File: config.mk
export PLATFORM = sky130hd
export DESIGN_NAME = pipe_stat_counter
export DESIGN_NICKNAME = d
export VERILOG_FILES = /design/src/rtl/pipe_stat_counter.sv
export SDC_FILE = /design/constraint.sdc
export NUM_CORES = 1
export LEC_CHECK = 0
export ABC_AREA = 1
export CORE_ASPECT_RATIO = 1.75
export CORE_MARGIN = 3
export CORE_UTILIZATION = 65
export DETAILED_ROUTE_END_ITERATION = 7
export PLACE_DENSITY = 0.87
export RECOVER_POWER = 100
export SLEW_MARGIN = 15
export SYNTH_ARGS = -nofsm -noshare
export SYNTH_HDL_FRONTEND = slang
export SYNTH_SLANG_ARGS = --single-unit
export TNS_END_PERCENT = 10
File: constraint.sdc
create_clock -name clk -period 4.5 [get_ports clk]
set_input_delay 0.675 -clock clk [delete_from_list [all_inputs] [get_ports clk]]
set_output_delay 0.675 -clock clk [all_outputs]
set_load 0.005 [all_outputs]
File: src/rtl/pipe_stat_counter.sv
// pipe_stat_counter: pipeline event statistics for a stepped CPU core.
// Five event counters (cycles, jumps, branches, taken branches, load-use
// stalls) advance only on cycles where the core steps and has not halted.
// A two-state RUN/HALT machine freezes the counters once the core halts.
// stat_data is a registered readout mux over the counters and the display value.
module pipe_stat_counter #(
  parameter int CNT_W = 32,
  parameter bit SAT   = 1'b1
) (
  input  logic        clk,
  input  logic        rst,
  input  logic        en,
  input  logic        clr,
  input  logic        halted,
  input  logic        jumped,
  input  logic        is_branch,
  input  logic        branched,
  input  logic        load_use,
  input  logic [31:0] display,
  input  logic [2:0]  sel,
  output logic [31:0] stat_data,
  output logic        running
);

  typedef enum logic [0:0] {
    RUN  = 1'b0,
    HALT = 1'b1
  } state_t;

  state_t             state_r;
  state_t             state_nxt_s;
  logic               qualify_s;
  logic [CNT_W-1:0]   cyc_r;
  logic [CNT_W-1:0]   jmp_r;
  logic [CNT_W-1:0]   br_r;
  logic [CNT_W-1:0]   tk_r;
  logic [CNT_W-1:0]   lu_r;
  logic [31:0]        readout_s;

  // Advance a counter by one when its event fires; at all-ones either hold
  // (saturating build) or roll over to zero (wrapping build).
  function automatic logic [CNT_W-1:0] bump(input logic [CNT_W-1:0] v,
                                            input logic             ev);
    logic [CNT_W-1:0] r;
    if (!ev) begin
      r = v;
    end else if (v == {CNT_W{1'b1}}) begin
      r = SAT ? v : {CNT_W{1'b0}};
    end else begin
      r = v + {{(CNT_W-1){1'b0}}, 1'b1};
    end
    return r;
  endfunction

  // Zero-extend a counter value onto the 32-bit readout bus.
  function automatic logic [31:0] zext(input logic [CNT_W-1:0] v);
    logic [31:0] r;
    r = 32'd0;
    r[CNT_W-1:0] = v;
    return r;
  endfunction

  // A counting cycle: the core steps, we are still in RUN, and it is not halting.
  assign qualify_s = en && (state_r == RUN) && !halted;

  // State register.
  always_ff @(posedge clk) begin
    if (rst) begin
      state_r <= RUN;
    end else begin
      state_r <= state_nxt_s;
    end
  end

  // Next-state logic: clr always returns to RUN; a stepped halt enters HALT,
  // which is sticky until rst or clr.
  always_comb begin
    state_nxt_s = state_r;
    if (clr) begin
      state_nxt_s = RUN;
    end else if (en && (state_r == RUN) && halted) begin
      state_nxt_s = HALT;
    end else begin
      state_nxt_s = state_r;
    end
  end

  // Output logic: running reflects the state register directly.
  always_comb begin
    running = 1'b0;
    case (state_r)
      RUN:     running = 1'b1;
      HALT:    running = 1'b0;
      default: running = 1'b0;
    endcase
  end

  // Event counters: rst and clr both zero them (clr wins over counting),
  // otherwise they advance only on qualifying cycles.
  always_ff @(posedge clk) begin
    if (rst || clr) begin
      cyc_r <= {CNT_W{1'b0}};
      jmp_r <= {CNT_W{1'b0}};
      br_r  <= {CNT_W{1'b0}};
      tk_r  <= {CNT_W{1'b0}};
      lu_r  <= {CNT_W{1'b0}};
    end else if (qualify_s) begin
      cyc_r <= bump(cyc_r, 1'b1);
      jmp_r <= bump(jmp_r, jumped);
      br_r  <= bump(br_r,  is_branch);
      tk_r  <= bump(tk_r,  branched);
      lu_r  <= bump(lu_r,  load_use);
    end else begin
      cyc_r <= cyc_r;
      jmp_r <= jmp_r;
      br_r  <= br_r;
      tk_r  <= tk_r;
      lu_r  <= lu_r;
    end
  end

  // Readout select over the pre-edge counter values.
  always_comb begin
    readout_s = 32'd0;
    case (sel)
      3'd0:    readout_s = display;
      3'd1:    readout_s = zext(cyc_r);
      3'd2:    readout_s = zext(jmp_r);
      3'd3:    readout_s = zext(br_r);
      3'd4:    readout_s = zext(tk_r);
      3'd5:    readout_s = zext(lu_r);
      default: readout_s = 32'd0;
    endcase
  end

  // Readout register: updated every edge regardless of en or state.
  always_ff @(posedge clk) begin
    if (rst) begin
      stat_data <= 32'd0;
    end else begin
      stat_data <= readout_s;
    end
  end

endmodule

==> impl_metrics.tcl, run 1 <==
set metrics [dict create \
    cts_tree "built" \
    start_util_pct 66.09 \
    drc 0 \
    syn_inst 1989 \
    n_fill_cell 1564 \
    clkSinkCount 193 \
    crit_fanout 21 \
    antenna_cells 0 \
    final_common_cell "nand2_1" \
    antenna_found_initial 0 \
    die_area_sq_mm 0.02008 \
    cts_buffers 17 \
    yosys.area.top_type "dfxtp_1" \
    std_cell_rows 65 \
    cts_buffer_depth 2 \
    p_per_area_mw_per_mm2 273.5 \
    grt_max_degree 146 \
    hpwl_microns 31840 \
    p_leak_nw 4.514 \
    hold_buffers 0 \
    ys.flop_type "dfxtp_1" \
    synthTopCellsByArea "dfxtp_1, nand2_1, nor2_1, nand3_1, inv_1" \
    syn_area_per_cell_sq_um 5.999 \
    finalSetupViolations 0 \
    peakVddDrop_mv 0.2928 \
    post_cts_buffers 0 \
    netlist_area_sq_mm 0.01193 \
    yosysWarnings 0 \
    totalWireLength_microns 42400 \
    core_sq_mm 0.01805 \
    failed_checks "capacitance limit, slew limit" \
    min_period_ps 3561 \
    maxSlewHeadroom_pct -24.21 \
    synth_edf_count 0 \
    synth_seq_cells 193 \
    grt-ovfl-total 0 \
    finalPower_w 0.003613 \
    start_kind "input port" \
    hold_viol_final 0 \
    io_buffers 76 \
    first_global_vias 12590 \
    run_status "finished with violations" \
    clock.fmax_mhz 280.9 \
    synth_fp_nets 2038 \
    drt-initial-drc-count 1388 \
    ys_async_sr_fraction_pct 0 \
    detail_route.vias_per_cell 5.923 \
    hold_ws_ps 516.1 \
    firstDrtPassIters 7 \
    rsz0062_at_grt "false" \
    worstMarginPinSlew_ps 1863 \
    final_nets 2072 \
    ioPinCount 77 \
    die_x_microns 108.4 \
    cts_resized 0 \
    slew_violations 105 \
    cts.clk_slew.worst_paths_ps 70 \
    worstHoldPathType "reg2reg" \
    fin_skew_ps 11.45 \
    cp.arrival_ps 3910 \
    worstSkewPairLatency_ps 460 \
    track_usage_pct 42.44 \
    required_ps 4850 \
    layout_common_cells "nand2_1, nor2_1, inv_1, nand3_1, dfxtp_1" \
    cap_violations 3 \
    min_period_over_period_pct 79.12 \
    ant_nets 0 \
    gp_congestion 1.044 \
    ys_seq_area_share_pct 32.38 \
    grt_pass1_wl_microns 64780 \
    yosysTopAreaCellShare_pct 32.38 \
    cts_max_level 4 \
    crit_type "in2reg" \
    netlist-cell-type-count 36 \
    die_h_microns 185.2 \
    num_vias 13450 \
    root_buffer "clkbuf_16" \
    wire_per_inst_microns 18.68 \
    drive_gt1_share_pct 4.420 \
    syn2layout_area_growth_pct 10.72 \
    endpoint_kind "flop" \
    tns_ps 0 \
]
stage by stage:
stage / utilization [%] / area (sq um) / std cells / worst slack (ps)
2_1_floorplan: - / 11930 / 1989 / 2771
3_5_place_dp: 70.24 / 12680 / 2238 / 1256
3_3_place_gp: 70.24 / 12680 / 2238 / 1344
6_report: 73.17 / 13210 / 2270 / 939.4
4_1_cts: 73.74 / 13310 / 2270 / 1717
5_1_grt: 73.17 / 13210 / 2270 / 828.0
cells in the mapped netlist, types with 13 or more instances:
library cell  instances
a21oi_1              85
a21oi_2              19
a31oi_1              28
buf_2                21
clkbuf_1             26
dfxtp_1             193
inv_1               227
nand2_1             501
nand3_1             210
nand4_1              27
nor2_1              415
nor2_2               18
nor3_1               22
o21ai_0              76
o22ai_1              32
xor2_1               13
report_power, final:
group          switching (W)  internal, W
combinational       0.000146    0.0000751
sequential        0.00000688      0.00172
clock               0.000730     0.000939
total               0.000883      0.00273
flip-flops by register name (all words and copies together) (netlist names):
| register | cells |
|---|---|
| br_r | 32 |
| cyc_r | 32 |
| jmp_r | 32 |
| lu_r | 32 |
| stat_data | 32 |
| state_r | 1 |
| tk_r | 32 |
area by class of cell:
class	count	area [sq um]	area share [%]
Timing Repair Buffer	84	822.0	6.222
Multi-Input combinational cell	1495	6730	50.94
Tap cell	234	292.8	2.216
Clock buffer	18	429.2	3.248
Clock inverter	14	202.7	1.534
Sequential cell	193	3864	29.25
Inverter	232	870.8	6.592
worst paths after layout:
kind,from,end,slack (ps),depth (start not counted)
hold reg to reg,br_r[1]$_SDFFE_PP0P_,br_r[1]$_SDFFE_PP0P_,520,2
setup reg to reg,lu_r[0]$_SDFFE_PP0P_,lu_r[19]$_SDFFE_PP0P_,1210,10
setup / recovery,en,br_r[2]$_SDFFE_PP0P_,940,9
hold / removal,br_r[1]$_SDFFE_PP0P_,br_r[1]$_SDFFE_PP0P_,520,2
layer usage:
metal	global-route usage (%)	vias to the layer above	routed length (microns)
met1	42.90	5998	13950
met4	40.95	0	4823
li1	-	6425	-
met2	70.94	740	20280
met3	8.371	282	3349
met5	0	-	0
worst max-delay path, stage by stage:
cell	delay (ps)
clkdlybuf4s50_1	530
nand2_1	100
nor2_2	70
clkbuf_1	1120
nand2_1	230
a21oi_1	860
nand3_1	160
nand2_1	120
nor2_1	50
cell families after synthesis:
| group | count (synthesis) | synth area share [%] |
|---|---|---|
| buffers and inverters | 301 | 10.60 |
| adder cells (fa/ha/maj) | 5 | 0.5243 |
| AO/OA/AOI/OAI | 245 | 11.60 |
| XOR/XNOR | 13 | 0.9542 |
| AND/OR/NAND/NOR | 1232 | 43.94 |
| flip-flops | 193 | 32.38 |
(Power assumes the default switching activity.)
==> run 2, diff against run 1 <==
Settings changed: CORE_UTILIZATION 65 to 60, PLACE_DENSITY 0.87 to 0.82.
Clock period 4.5 ns to 3.6 ns, I/O delays scaled along.
==> run 2 against run 1 <==
Effect of this change: the run still ends with capacitance limit, slew limit left; critical endpoint is now tk_r[22]$_SDFFE_PP0P_; total power is 19% higher; cell count is 0.62% higher; first-iteration DRC count is 3.9% higher; hold slack better by 3.4 ps; worst setup slack worse by 300 ps; non-clock buffer count is 6 higher.
==> impl_metrics.tcl, run 2 (synthesis results as in run 1) <==
set metrics [dict create \
    core_sq_mm 0.01936 \
    post_cts_buffers 0 \
    maxSlewHeadroom_pct -18.69 \
    finalSetupViolations 0 \
    fin_skew_ps 12.13 \
    clkSinkCount 193 \
    start_kind "flop" \
    track_usage_pct 39.95 \
    r2r_end "tk_r[22]$_SDFFE_PP0P_" \
    die_area_sq_mm 0.02168 \
    drt-initial-drc-count 1442 \
    pre_cts_slack_ps 686.5 \
    syn2layout_area_growth_pct 11.16 \
    crit_fanout 24 \
    die_x_microns 112.6 \
    hp-start "br_r[3]$_SDFFE_PP0P_" \
    min_period_over_period_pct 82.17 \
    r2r_slack_ps 640 \
    failed_checks "capacitance limit, slew limit" \
    cts.clk_slew.worst_paths_ps 70 \
    worstSkewPairLatency_ps 450 \
    ant_nets 0 \
    crit_type "reg2reg" \
    p_leak_nw 4.521 \
    cts_max_level 4 \
    cts_tree "built" \
    antenna_found_initial 0 \
    drive_gt1_share_pct 5.191 \
    die_h_microns 192.6 \
    r2r_cells 10 \
    detail_route.vias_per_cell 5.933 \
    finalPower_w 0.004316 \
    grt-ovfl-total 0 \
    hold_depth 2 \
    slew_violations 162 \
    layout_common_cells "nand2_1, nor2_1, inv_1, nand3_1, dfxtp_1" \
    firstDrtPassIters 6 \
    hold_viol_final 0 \
    fin_ws_ps 641.9 \
    grt_max_degree 146 \
    drc 0 \
    cts_buffers 17 \
    root_buffer "clkbuf_16" \
    whs_endpoint "br_r[3]$_SDFFE_PP0P_" \
    endpoint_kind "flop" \
    num_vias 13550 \
    worstMarginPinSlew_ps 1780 \
    gp_congestion 1.096 \
    tns_ps 0 \
    run_status "finished with violations" \
    final_common_cell "nand2_1" \
    cts_buffer_depth 2 \
    std_cell_rows 67 \
    wire_per_inst_microns 19.39 \
    final_nets 2078 \
    io_buffers 76 \
    cap_violations 2 \
    rsz0062_at_grt "false" \
    cts_resized 0 \
    totalWireLength_microns 44280 \
    cp.arrival_ps 3300 \
    hold_buffers 0 \
    ioPinCount 77 \
    hpwl_microns 33950 \
    grt_pass1_wl_microns 66510 \
    start_util_pct 61.62 \
    worstHoldPathType "reg2reg" \
    first_global_vias 12510 \
    p_per_area_mw_per_mm2 325.4 \
    peakVddDrop_mv 0.3579 \
    clock.fmax_mhz 338.1 \
    min_period_ps 2958 \
    required_ps 3940 \
    r2r-start "tk_r[0]$_SDFFE_PP0P_" \
]
run 2: cell types whose count changed in the layout (fill, tap and decap cells not counted), sizes merged:
cell / delta
dlygate4sd3: -1
buf: +6
clkinv: +4
clkinvlp: -1
bufinv: -3
diode: +1
clkdlybuf4s50: +1
inv: -1
clkbuf: +1
run 2: worst max-delay path by stage:
| stage | start | end | slack [ps] | cells past startpoint |
|---|---|---|---|---|
| 2_1_floorplan | rst | br_r[29]$_SDFFE_PP0P_ | 2010 | 6 |
| 3_3_place_gp | en | br_r[2]$_SDFFE_PP0P_ | 730 | 8 |
| 3_5_place_dp | en | br_r[2]$_SDFFE_PP0P_ | 690 | 8 |
| 4_1_cts | en | br_r[2]$_SDFFE_PP0P_ | 1150 | 8 |
| 5_1_grt | tk_r[0]$_SDFFE_PP0P_ | tk_r[20]$_SDFFE_PP0P_ | 510 | 10 |
| 6_report | tk_r[0]$_SDFFE_PP0P_ | tk_r[22]$_SDFFE_PP0P_ | 640 | 10 |
run 2: critical path: stages (launching register included):
cell	delay [ps]
dfxtp_1	340
ha_1	210
nand2_1	120
nor2_1	80
nand2_1	190
nor2_4	90
a21oi_1	1280
buf_12	280
nand3_1	80
nand2_1	80
nor2_1	60
run 2: area by class of cell:
type,count,area [sq um]
fill,1829,6101
tap,241,301.5
multi-input combinational,1495,6778
clock buffer,19,432.9
clock inverter,13,131.4
inverter,232,870.8
antenna,1,2.502
sequential,193,3864
timing repair buffer,90,883.3
run 2: report_power, final:
group	internal [W]	switching, W	total (W)
sequential	0.00214	0.00000837	0.00215
clock	0.000967	0.000905	0.00187
combinational	0.000106	0.000186	0.000292
total	0.00322	0.00110	0.00432
run 2: per-stage QoR:
step           util (%)  instance area (sq um)  hold slack [ps]  std cells
2_1_floorplan         -                  11930            461.4       1989
3_3_place_gp      65.90                  12760            497.1       2251
3_5_place_dp      65.90                  12760            506.3       2251
4_1_cts           68.81                  13330            517.9       2283
5_1_grt           68.48                  13260            546.7       2283
6_report          68.50                  13260            519.4       2284
run 2: per-layer routing:
layer	GRT usage, %	vias up	part of all wire [%]
met4	34.84	0	11
met5	0	-	0
li1	-	6440	-
met1	39.09	6134	32
met3	6.495	271	7.0
met2	71.64	705	50
==> run 3, diff against run 2 <==
Clock period 3.6 ns to 2.9 ns, I/O delays scaled along.
==> run 3 against run 2 <==
Effect of this change: the run ends with DRC left; cell count is 0.79% higher; combinational power is 31% higher; clock power is 26% higher; largest cell class unchanged; via count is 0.10% higher; worst setup slack worse by 270 ps; critical path depth is 5 lower; largest power group unchanged; sequential share of layout area is 0.29 points lower; non-clock buffer count is 19 higher; clock-buffer cell count is 1 lower; die area stayed put; first-iteration DRC count is 5.5% lower.
==> impl_metrics.tcl, run 3 (synthesis results as in run 1) <==
set metrics [dict create \
    antenna_cells 0 \
    ff_latch_area_sq_mm 0.003864 \
    peakVddDrop_mv 0.3827 \
    first_global_vias 12980 \
    power.internal_w 0.004018 \
    min_period_ps 2525 \
    std_cell_rows 67 \
    cts.clk_slew.worst_paths_ps 70 \
    p_per_area_mw_per_mm2 403.2 \
    cts_resized 0 \
    final_nets 2097 \
    drc 27 \
    cts_max_level 4 \
    firstDrtPassIters 8 \
    p_leak_nw 4.616 \
    die_h_microns 192.6 \
    layout_common_cells "nand2_1, nor2_1, inv_1, nand3_1, dfxtp_1" \
    clock.fmax_mhz 396.0 \
    tns_ps 0 \
    worstSkewPairLatency_ps 450 \
    slew_violations 0 \
    ant_nets 0 \
    cts_tree "built" \
    endpoint_kind "flop" \
    final_common_cell "nand2_1" \
    antenna_found_initial 0 \
    die_x_microns 112.6 \
    r2r-start "tk_r[0]$_SDFFE_PP0P_" \
    ioPinCount 77 \
    p_sw_w 0.001384 \
    hp-start "br_r[3]$_SDFFE_PP0P_" \
    pwr-share-comb_pct 7.1 \
    switching_share_pct 25.62 \
    multi_input_area_sq_mm 0.006769 \
    drt-initial-drc-count 1362 \
    n_fill_cell 1881 \
    grt_pass1_wl_microns 68180 \
    failed_checks "DRC" \
    num_vias 13560 \
    root_buffer "clkbuf_16" \
    min_period_over_period_pct 87.07 \
    hold_viol_final 0 \
    start_kind "input port" \
    rsz0062_at_grt "false" \
    detail_route.vias_per_cell 5.892 \
    totalWireLength_microns 44550 \
    pwr-share-clk_pct 43.4 \
    io_buffers 76 \
    post_cts_buffers 0 \
    required_ps 3280 \
    core_sq_mm 0.01936 \
    cap_violations 0 \
    finalPower_w 0.005402 \
    clkSinkCount 193 \
    start_util_pct 61.62 \
    cp.arrival_ps 2910 \
    worstHoldPathType "reg2reg" \
    cts_buffer_depth 2 \
    pre_cts_slack_ps 395.9 \
    maxSlewHeadroom_pct 18.42 \
    crit_fanout 54 \
    track_usage_pct 40.74 \
    seqPwrFrac_pct 49.5 \
    cts_buffers 17 \
    hold_ws_ps 512.9 \
    finalSetupViolations 0 \
    grt_max_degree 58 \
    gp_congestion 1.083 \
    run_status "finished with violations" \
    worstMarginPinSlew_ps 1224 \
    utilization_pct 69.19 \
    grt-ovfl-total 0 \
    crit_type "in2reg" \
    syn2layout_area_growth_pct 12.28 \
    fin_skew_ps 7.265 \
    die_area_sq_mm 0.02168 \
    hpwl_microns 34810 \
    fin_ws_ps 375.0 \
    hold_buffers 0 \
    wire_per_inst_microns 19.35 \
    drive_gt1_share_pct 6.114 \
    crit_start "rst" \
]
## run 3: cell count changes in the layout (fill, tap and decap cells not counted), sizes merged
cell	delta
clkinv	-3
buf	+18
inv	+1
clkinvlp	+3
diode	-1
## run 3: final cells by class
class	count	area share (%)
clock buffer	18	3.278
tap	241	2.251
inverter	232	6.500
sequential	193	28.84
multi-input combinational	1495	50.52
clock inverter	14	0.9806
timing repair buffer	109	7.630
## run 3: per-stage QoR
step	cells	instance area, sq um
2_1_floorplan	1989	11930
3_3_place_gp	2270	12890
3_5_place_dp	2270	12890
4_1_cts	2302	13460
5_1_grt	2302	13400
6_report	2302	13400
## run 3: final timing paths
kind                      endpoint  cells after the start  slack [ps]
max reg2reg   tk_r[3]$_SDFFE_PP0P_                     10         430
min reg2reg   br_r[3]$_SDFFE_PP0P_                      2         510
min           br_r[3]$_SDFFE_PP0P_                      2         510
max          br_r[16]$_SDFFE_PP0P_                      5         380
## run 3: worst max-delay path, cell delays in order
cell           delay (ps)
dlygate4sd3_1         560
nor2_1                440
clkbuf_2              980
o21ai_0               260
a21oi_1               170
## run 3: power by group through the flow
stage | Combinational, W | Sequential (W) | Clock (W)
4_1_cts | 0.000379 | 0.00267 | 0.00235
3_5_place_dp | 0.000376 | 0.00273 | 0
6_report | 0.000382 | 0.00267 | 0.00235
2_1_floorplan | 0.000213 | 0.00273 | 0
5_1_grt | 0.000408 | 0.00267 | 0.00244
3_3_place_gp | 0.000370 | 0.00273 | 0
## run 3: metal layers
layer,up-vias,wire (microns),track usage (%)
met5,-,0,0
met4,0,4849,37.30
met3,270,3082,8.346
met2,653,22000,71.53
met1,6169,14620,39.35
li1,6472,-,-
